## config.mk

```make
export PLATFORM = sky130hd
export DESIGN_NAME = reset_sequencer
export DESIGN_NICKNAME = d
export VERILOG_FILES = /design/src/rtl/reset_sequencer.sv
export SDC_FILE = /design/constraint.sdc
export NUM_CORES = 1
export LEC_CHECK = 0
export CAP_MARGIN = 5
export CORE_UTILIZATION = 35
export DETAILED_ROUTE_END_ITERATION = 8
export GPL_ROUTABILITY_DRIVEN = 0
export HOLD_SLACK_MARGIN = 0.06
export PLACE_DENSITY = 0.57
export SYNTH_ARGS = -nofsm -noshare
export SYNTH_HDL_FRONTEND = slang
export SYNTH_SLANG_ARGS = --single-unit
```

## constraint.sdc

```tcl
create_clock -name clk -period 4 [get_ports clk]
set_input_delay 0.4 -clock clk [delete_from_list [all_inputs] [get_ports clk]]
set_output_delay 0.4 -clock clk [all_outputs]
set_load 0.05 [all_outputs]
```

## src/rtl/reset_sequencer.sv

```systemverilog
`default_nettype none
// reset_sequencer: PLL reset / SoC reset bring-up with lock supervision,
// debounced button restart and a fault latch after repeated lock timeouts.
module reset_sequencer #(
  parameter int PLL_RESET_CYCLES = 4,
  parameter int LOCK_TIMEOUT     = 100,
  parameter int HOLD_CYCLES      = 16,
  parameter int DEBOUNCE_CYCLES  = 8,
  parameter int MAX_RETRIES      = 3
) (
  input  logic       clk,
  input  logic       reset,
  input  logic       btn_n,
  input  logic       pll_locked,
  output logic       pll_reset,
  output logic       soc_reset,
  output logic       ready,
  output logic       fault,
  output logic [7:0] retry_count
);

  localparam int MAX_A   = (PLL_RESET_CYCLES > LOCK_TIMEOUT) ? PLL_RESET_CYCLES : LOCK_TIMEOUT;
  localparam int MAX_B   = (HOLD_CYCLES > DEBOUNCE_CYCLES) ? HOLD_CYCLES : DEBOUNCE_CYCLES;
  localparam int MAX_C   = (MAX_A > MAX_B) ? MAX_A : MAX_B;
  localparam int CNT_MAX = (MAX_C > MAX_RETRIES) ? MAX_C : MAX_RETRIES;
  localparam int CW      = $clog2(CNT_MAX) + 1;

  localparam logic [CW-1:0] PR_LAST   = CW'(PLL_RESET_CYCLES - 1);
  localparam logic [CW-1:0] TO_LAST   = CW'(LOCK_TIMEOUT - 1);
  localparam logic [CW-1:0] HOLD_LAST = CW'(HOLD_CYCLES - 1);
  localparam logic [CW-1:0] DB_FULL   = CW'(DEBOUNCE_CYCLES);
  localparam logic [CW-1:0] RETRY_LIM = CW'(MAX_RETRIES);

  typedef enum logic [2:0] {
    PLL_RST   = 3'd0,
    WAIT_LOCK = 3'd1,
    HOLD      = 3'd2,
    RUN       = 3'd3,
    FAULT     = 3'd4
  } state_t;

  state_t        state, state_next;
  logic [CW-1:0] cnt, cnt_next;
  logic [CW-1:0] consec, consec_next;
  logic [7:0]    retry_next;
  logic          pll_reset_next, soc_reset_next, ready_next, fault_next;

  logic          btn_meta, btn_s, lock_meta, lock_s;
  logic [CW-1:0] db_cnt;
  logic          db_fired;
  logic          press;

  // Button synchronizer idles high so a reset never looks like a press.
  always_ff @(posedge clk or posedge reset) begin
    if (reset) begin
      btn_meta  <= 1'b1;
      btn_s     <= 1'b1;
      lock_meta <= 1'b0;
      lock_s    <= 1'b0;
    end else begin
      btn_meta  <= btn_n;
      btn_s     <= btn_meta;
      lock_meta <= pll_locked;
      lock_s    <= lock_meta;
    end
  end

  // Counter parks at full scale; db_fired blocks repeat pulses until release.
  always_ff @(posedge clk or posedge reset) begin
    if (reset) begin
      db_cnt   <= '0;
      db_fired <= 1'b0;
    end else if (btn_s) begin
      db_cnt   <= '0;
      db_fired <= 1'b0;
    end else begin
      if (db_cnt != DB_FULL) db_cnt <= db_cnt + 1'b1;
      if (press) db_fired <= 1'b1;
    end
  end

  assign press = (db_cnt == DB_FULL) && !db_fired;

  always_ff @(posedge clk or posedge reset) begin
    if (reset) begin
      state       <= PLL_RST;
      cnt         <= '0;
      consec      <= '0;
      retry_count <= 8'd0;
      pll_reset   <= 1'b1;
      soc_reset   <= 1'b1;
      ready       <= 1'b0;
      fault       <= 1'b0;
    end else begin
      state       <= state_next;
      cnt         <= cnt_next;
      consec      <= consec_next;
      retry_count <= retry_next;
      pll_reset   <= pll_reset_next;
      soc_reset   <= soc_reset_next;
      ready       <= ready_next;
      fault       <= fault_next;
    end
  end

  always_comb begin
    state_next  = state;
    consec_next = consec;
    retry_next  = retry_count;

    if (press) begin
      state_next = PLL_RST;
      if (state == FAULT) consec_next = '0;
    end else begin
      unique case (state)
        PLL_RST: begin
          if (cnt == PR_LAST) state_next = WAIT_LOCK;
        end
        WAIT_LOCK: begin
          if (lock_s) begin
            state_next = HOLD;
          end else if (cnt == TO_LAST) begin
            if (retry_count != 8'hFF) retry_next = retry_count + 8'd1;
            consec_next = consec + 1'b1;
            state_next  = (consec_next == RETRY_LIM) ? FAULT : PLL_RST;
          end
        end
        HOLD: begin
          if (!lock_s) begin
            state_next = PLL_RST;
          end else if (cnt == HOLD_LAST) begin
            state_next  = RUN;
            consec_next = '0;
          end
        end
        RUN: begin
          if (!lock_s) state_next = PLL_RST;
        end
        FAULT: begin
          state_next = FAULT;
        end
        default: begin
          state_next = PLL_RST;
        end
      endcase
    end

    // A press re-enters PLL_RST even from PLL_RST, so it restarts the count.
    if (press || (state_next != state) || (state_next == RUN) || (state_next == FAULT))
      cnt_next = '0;
    else
      cnt_next = cnt + 1'b1;

    pll_reset_next = (state_next == PLL_RST);
    soc_reset_next = (state_next != RUN);
    ready_next     = (state_next == RUN);
    fault_next     = (state_next == FAULT);
  end

endmodule
`default_nettype wire

```

== Word-level counts from Yosys, hierarchy flattened ==
Cells that the tools add are included.

* Memory bits (writable): 0
* Bits in latches: 0
* Input bits: 4
* Memory bits (read-only): 0
* Memories kept: 0
* Flip-flop bits (word level): 44
* Logic and storage cells: 73
* Output and inout port bits: 12

* $lt $le $gt $ge: 0
* Add/sub/neg operators: 4
* Bitwise logic cells: 2
* Reductions and logical operators: 12
* Mux-type cells: 21
* Divide/modulo/power cells: 0
* Shifts and indexed selects: 0
* Eq/ne operators: 20
* Multiply operators: 0

{| class="wikitable"
|+ Operator list
! operator !! count
|-
| $mux 8 || 9
|-
| $add 8x1->8 const B || 4
|-
| $mux 3 || 8
|-
| $eq 8x2->1 const B || 2
|-
| $eq 8x4->1 const B || 2
|-
| $pmux 8 s2 || 1
|-
| $pmux 3 s5 || 1
|-
| $ne 3x3->1 const B || 4
|-
| $eq 3x2->1 const B || 3
|-
| $eq 8x7->1 const B || 1
|-
| $ne 8x4->1 const B || 1
|-
| $ne 8x8->1 const B || 1
|-
| $eq 3x3->1 const B || 2
|-
| $logic_not 3->1 || 2
|-
| $reduce_and 6->1 || 1
|-
| $reduce_and 5->1 || 1
|-
| $reduce_bool 2->1 || 2
|-
| $eq 3x1->1 const B || 1
|-
| $logic_or 1x1->1 || 3
|-
| $ne 3x2->1 const B || 1
|-
| $ne 3x3->1 || 1
|-
| $reduce_bool 3->1 || 1
|-
| $mux 1 || 2
|-
| $ne 2x1->1 const B || 1
|-
| other kinds (3) || 4
|}

== Longest topological paths before layout ==
Gate-level depths: netlist (run 1).

* Word-level depth: 12
* Depth in mapped cells: 8
* Gate-level depth less buffers: 7

== Worst setup path before layout (run 1) ==
Ideal clock, no wire load.

* Path kind: register to register
* From: register db_cnt[0]
* To: register consec[1]
* Clock period less this slack: 2,043 ps
* Stages on the path, launching flop included: 8
* Data required time: 3,875 ps
* Data arrival time: 1,918 ps
* Path buffers: 0
* Setup time: 125 ps
* Path slack: 1,957 ps
* Path through: dfrtp_1 > inv_1 > ha_1 > or4b_4 > nor2_8 > nor4_2 > a211o_1 > mux2_4

* Word-level cells in the longest chain between the ends: 4
* Elaborated cells between the ends (all ways): 10
* Classes of those cells: eq/ne (6); mux (1); reduce/logical (3)

{| class="wikitable"
|+ RTL lines
! what !! RTL line !! source
|-
| start: declaration || 49 || <nowiki>logic [CW-1:0] db_cnt;</nowiki>
|-
| start signal: assignment || 77 || <nowiki>if (db_cnt != DB_FULL) db_cnt <= db_cnt + 1'b1;</nowiki>
|-
| $eq 8x4->1 (*) || 82 || <nowiki>assign press = (db_cnt == DB_FULL) && !db_fired;</nowiki>
|-
| $logic_and 1x1->1 (*) || 82 ||
|-
| $ne 3x3->1 (no source line) (tied with other cells) || -- ||
|-
| $reduce_and 6->1 (no source line) || -- ||
|-
| end signal: assignment || 97 || <nowiki>consec <= consec_next;</nowiki>
|-
| end: declaration || 44 || <nowiki>logic [CW-1:0] consec, consec_next;</nowiki>
|}

Mark *: on every way between the ends. The rest lies on a longest branch, timed or not.
A chain may end at the register's enable or synchronous reset.

== Worst setup path after layout (run 1) ==
Same ends and word-level chain as after synthesis.

==> results.json, run 1 <==
{
  "outcome": "finished, final reports clean",
  "setup_violations": 0,
  "io_pins": 16,
  "criticalPathCategory": "register to register",
  "finalCritPeriodShare_pct": 57.6,
  "syn_area_um2": 2270,
  "hold_start": "btn_meta",
  "layout_setup_ws_ns": 1.69,
  "initial_core_util_pct": 37.3,
  "first_iter_violations": 98,
  "dp_slack_ns": 1.73,
  "hold_class": "register to register",
  "hold_viol_final": 0,
  "drcViolationCount": 0,
  "reg2regPathDepth": 7,
  "p_leak_nw": 1.15,
  "numPortBuffers": 15,
  "core_area_um2": 6100,
  "cp.required_ns": 4.19,
  "final_nets": 246,
  "avgSynthCellArea_um2": 10.2,
  "syn_nets": 232,
  "track_usage_pct": 14.1,
  "final_common_cell": "dfrtp_1",
  "final_cell_mix": "40 x dfrtp_1, 29 x nor2_1, 17 x nand3_1",
  "vdd_drop_max_mv": 0.233,
  "r2r_start": "db_cnt[0]",
  "antennaDiodeCount": 0,
  "antenna_found_initial": 0,
  "yosysTopAreaCell": "dfrtp_1",
  "synth-simple-area-share_pct": 24.0,
  "drv_cap": 0,
  "ctsResizeCount": 0,
  "synth_fa_ha_area_share_pct": 3.30,
  "synth_edf_count": 0,
  "synthCells": 222,
  "relSlewSlack_pct": 58.3,
  "synth_top_family_by_area": "simple AND/OR/NAND/NOR gates",
  "rows": 28,
  "synth_top_area_share_pct": 44.1,
  "vias_per_cell": 5.33,
  "synthMuxAreaShare_pct": 1.65,
  "synth-seq-cells": 44,
  "rsz0062_at_grt": "no",
  "fmax_mhz": 434,
  "clockBufferDepth": 2,
  "first_pass_iters": 4,
  "die_w_um": 82.6,
  "grt_overflow": 0,
  "yosys_warnings": 0,
  "grt_pass1_wl_um": 7230,
  "tns_ns": 0,
  "start_kind": "register",
  "cts-buffers-inserted": 5,
  "dp_hpwl_um": 2760,
  "synth_area_leaders": "dfrtp_1 44%, nor2_1 4.8%, dfstp_2 4.6%, xor2_1 4.2%, xnor2_1 3.9%",
  "h-tree-depth": 2,
  "ant_nets": 0,
  "cp_data_arrival_time_ns": 2.50,
  "vias": 1664,
  "async_reset_ff_share_pct": 100,
  "cts_root_buffer": "clkbuf_8",
  "synth-main-ff-cell": "dfrtp_1",
  "end_kind": "register",
  "maxSlewViolCount": 0,
  "drt-wirelength-per-cell_um": 13.0,
  "synth_xor_area_share_pct": 8.09,
  "r2r_setup_slack_ns": 1.69,
  "clkLatencyLatePin_ns": 0.30,
  "drive_gt1_share_pct": 11.4,
  "path_clk_slew_ns": 0.09,
  "ys_types": 52,
  "die-area_um2": 6820,
  "finalInstanceArea_um2": 2590,
  "cp_max_fo": 14,
  "drt-total-wl_um": 4050,
  "grt_pass1_vias": 1583,
  "power_per_cell_area_nw_per_um2": 428,
  "grt_max_degree": 45,
  "clock_sinks": 44,
  "min_to": "btn_s",
  "finClkSkew_ns": 0.00465,
  "cts_tree": "yes",
  "min_period_ns": 2.31,
  "die_h_um": 82.6,
  "seq_area_frac_synth_pct": 48.7,
  "cts_hold_buf": 0,
  "worst_slew_pin_slew_ns": 0.620,
  "synth_compound_area_share_pct": 10.8,
  "dpl_cell_area_um2": 2470,
  "postCtsSetupBuffers": 0,
  "rr_endpoint": "consec[1]",
  "hold_slack_ns": 0.360,
  "synthToLayoutAreaGrowth_pct": 13.9,
  "min_path_cells": 0
}
-- final cells by class --
class                      count  area (um2)
fill                         613        3510
sequential                    44        1110
multi-input combinational    161        1090
timing repair buffer          16         158
tap                           75        93.8
clock buffer                   5        68.8
clock inverter                 3        46.3
inverter                       8        30.0
-- Yosys cell counts, drive strengths merged (4+ instances only) --
master,number
xor2,11
and3,9
dfstp,4
xnor2,10
nand3,17
nor3,6
dfrtp,40
nand2,10
ha,6
or3,4
o21ai,4
nor2,31
a21oi,7
buf,7
inv,8
a31oi,4
-- worst max-delay path by stage --
stage | start | end | slack (ns)
2_1_floorplan | db_cnt[0] | consec[1] | 1.96
3_3_place_gp | db_cnt[0] | consec[1] | 1.78
3_5_place_dp | db_cnt[0] | consec[1] | 1.73
4_1_cts | db_cnt[0] | consec[1] | 1.70
5_1_grt | db_cnt[0] | consec[1] | 1.57
6_report | db_cnt[0] | consec[1] | 1.69
-- state kept, by name (all words and copies together) (netlist names) --
name	flops
btn_meta	1
btn_s	1
cnt	8
consec	8
db_cnt	8
db_fired	1
fault	1
lock_meta	1
lock_s	1
pll_reset	1
ready	1
retry_count	8
soc_reset	1
state	3
-- metrics by stage --
stage	cells	util, %	total power [mW]
floorplan	222	-	0.709
global placement	304	40.6	0.765
detailed placement	304	40.6	0.763
CTS	312	42.5	1.12
global route	312	42.5	1.18
finish	312	42.5	1.11
-- cell families after synthesis --
kind of cell    count (synthesis)
fa+ha+maj                       6
simple gates                   96
compound gates                 35
mux                             3
flops                          44
xor+xnor                       21
buf+inv                        17
-- per-layer routing --
metal	global-route usage [%]	wire, um	up-vias
met5	0	0	-
li1	-	-	822
met1	19.4	2040	808
met4	5.52	41	0
met3	3.41	147	4
met2	21.4	1820	30
-- where the power goes --
group	switching, mW	internal, mW
Clock	0.165	0.188
Sequential	0.0437	0.482
Combinational	0.138	0.0917
-- worst max-delay path, stage by stage (launching register included) --
cell	delay (ns)
dfrtp_1	0.42
inv_1	0.08
ha_1	0.15
or4b_4	0.51
nor2_8	0.21
and3_1	0.26
a211o_1	0.24
mux2_4	0.32
(Power assumes the default switching activity.)
==> run 2: changes to the inputs <==
==> constraint.sdc (replaced) <==
create_clock -name clk -period 2.4 [get_ports clk]
set_input_delay 0.24 -clock clk [delete_from_list [all_inputs] [get_ports clk]]
set_output_delay 0.24 -clock clk [all_outputs]
set_load 0.05 [all_outputs]
==> run 2 against run 1 <==
Against the previous run:
- final area is 1.9% higher
- utilization is 0.82 points higher
- via count is 0.30% higher
- combinational power is 77% higher
==> results.json, run 2 (synthesized netlist as in run 1, its figures left out) <==
{
  "end_kind": "register",
  "setup_violations": 0,
  "drt-total-wl_um": 4080,
  "dp_hpwl_um": 2970,
  "p_leak_nw": 1.19,
  "r2r_setup_slack_ns": 0.20,
  "max_stage_delay_ns": 0.51,
  "cts_tree": "yes",
  "path_clk_slew_ns": 0.08,
  "io_pins": 16,
  "utilization_pct": 43.3,
  "die-area_um2": 6820,
  "die_w_um": 82.6,
  "power_per_cell_area_nw_per_um2": 693,
  "grt_pass1_vias": 1588,
  "crit_chain": "inv_1 > ha_1 > or4b_4 > nor2_8 > and3_1 > a211o_1 > mux2_4",
  "drive_gt1_share_pct": 13.2,
  "hold_viol_final": 0,
  "relSlewSlack_pct": 45.6,
  "finalCritPeriodShare_pct": 91.7,
  "ant_nets": 0,
  "grt_max_degree": 24,
  "path_buf_inv": 1,
  "die_h_um": 82.6,
  "synthToLayoutAreaGrowth_pct": 16.1,
  "grt_overflow": 0,
  "hold_slack_ns": 0.305,
  "final_nets": 252,
  "fillers": 610,
  "finalInstanceArea_um2": 2640,
  "min_period_ns": 2.20,
  "drcViolationCount": 0,
  "layout_setup_ws_ns": 0.198,
  "outcome": "finished, final reports clean",
  "seq_area_um2": 1110,
  "rows": 28,
  "drt-wirelength-per-cell_um": 12.8,
  "first_iter_violations": 106,
  "initial_core_util_pct": 37.3,
  "r2r_start": "db_cnt[0]",
  "track_usage_pct": 14.1,
  "worst_slew_pin_slew_ns": 0.811,
  "core_area_um2": 6100,
  "dp.cells": 310,
  "grt_pass1_wl_um": 7300,
  "drv_cap": 0,
  "rr_endpoint": "consec[1]",
  "critical-path-slowest-cell": "or4b_4",
  "antennaDiodeCount": 0,
  "criticalPathCategory": "register to register",
  "p_total_mw": 1.83,
  "start_kind": "register",
  "reg2regPathDepth": 7,
  "cts-buffers-inserted": 5,
  "stdcell_count": 318,
  "antenna_found_initial": 0,
  "final_common_cell": "dfrtp_1",
  "clock_sinks": 44,
  "vias": 1669,
  "ctsResizeCount": 0,
  "final_cell_mix": "40 x dfrtp_1, 29 x nor2_1, 17 x nand3_1",
  "vdd_drop_max_mv": 0.353,
  "numPortBuffers": 15,
  "tns_ns": 0,
  "cts_hold_buf": 0,
  "vias_per_cell": 5.25,
  "dp_slack_ns": 0.197,
  "maxSlewViolCount": 0,
  "multi_input_area_um2": 1090,
  "postCtsSetupBuffers": 0,
  "rsz0062_at_grt": "no",
  "clkLatencyLatePin_ns": 0.29,
  "first_pass_iters": 4,
  "dpl_cell_area_um2": 2530,
  "fmax_mhz": 454,
  "cp_max_fo": 8,
  "finClkSkew_ns": 0.00348,
  "h-tree-depth": 2,
  "critPathTopFamily": "simple AND/OR/NAND/NOR gates",
  "clockBufferDepth": 2,
  "cp.required_ns": 2.59,
  "hold_class": "input port to async pin",
  "cts_root_buffer": "clkbuf_8",
  "cp_data_arrival_time_ns": 2.39
}
run 2: changes by cell type in the layout (fill, tap and decap cells not counted):
| cell | previous run | this run |
|---|---|---|
| buf_12 | 0 | 1 |
| buf_4 | 1 | 6 |
| clkbuf_1 | 0 | 1 |
| clkinv_2 | 0 | 1 |
| clkinvlp_4 | 1 | 0 |
| inv_6 | 1 | 0 |
run 2: layout make-up:
class                           instances  share of cell area (%)
Sequential cell                        44                    41.9
Multi-Input combinational cell        161                    41.2
Timing Repair Buffer                   22                    8.16
Tap cell                               75                    3.56
Clock buffer                            6                    2.75
Clock inverter                          2                    1.33
Inverter                                8                    1.14
run 2: routing by layer:
| metal | global-route usage [%] | share of wire, % | wire length (um) | up-vias |
|---|---|---|---|---|
| met1 | 19.7 | 51 | 2070 | 803 |
| met5 | 0 | 0 | 0 | - |
| met3 | 3.30 | 3.1 | 125 | 6 |
| met2 | 21.7 | 45 | 1820 | 30 |
| met4 | 4.14 | 1.3 | 52 | 0 |
| li1 | - | - | - | 830 |
run 2: worst max path at each step:
stage	from	end	slack, ns	depth (start not counted)
CTS	db_cnt[0]	consec[1]	0.18	7
global route	cnt[0]	consec[1]	0.04	6
global placement	db_cnt[0]	consec[1]	0.23	7
detailed placement	db_cnt[0]	consec[1]	0.20	7
floorplan	db_cnt[0]	consec[1]	0.36	7
finish	db_cnt[0]	consec[1]	0.20	7
run 2: where the power goes:
| group | switching, mW | leakage, nW | internal, mW |
|---|---|---|---|
| Combinational | 0.232 | 0.541 | 0.174 |
| Sequential | 0.0666 | 0.590 | 0.801 |
| Clock | 0.246 | 0.0552 | 0.309 |
| Total | 0.545 | 1.19 | 1.28 |
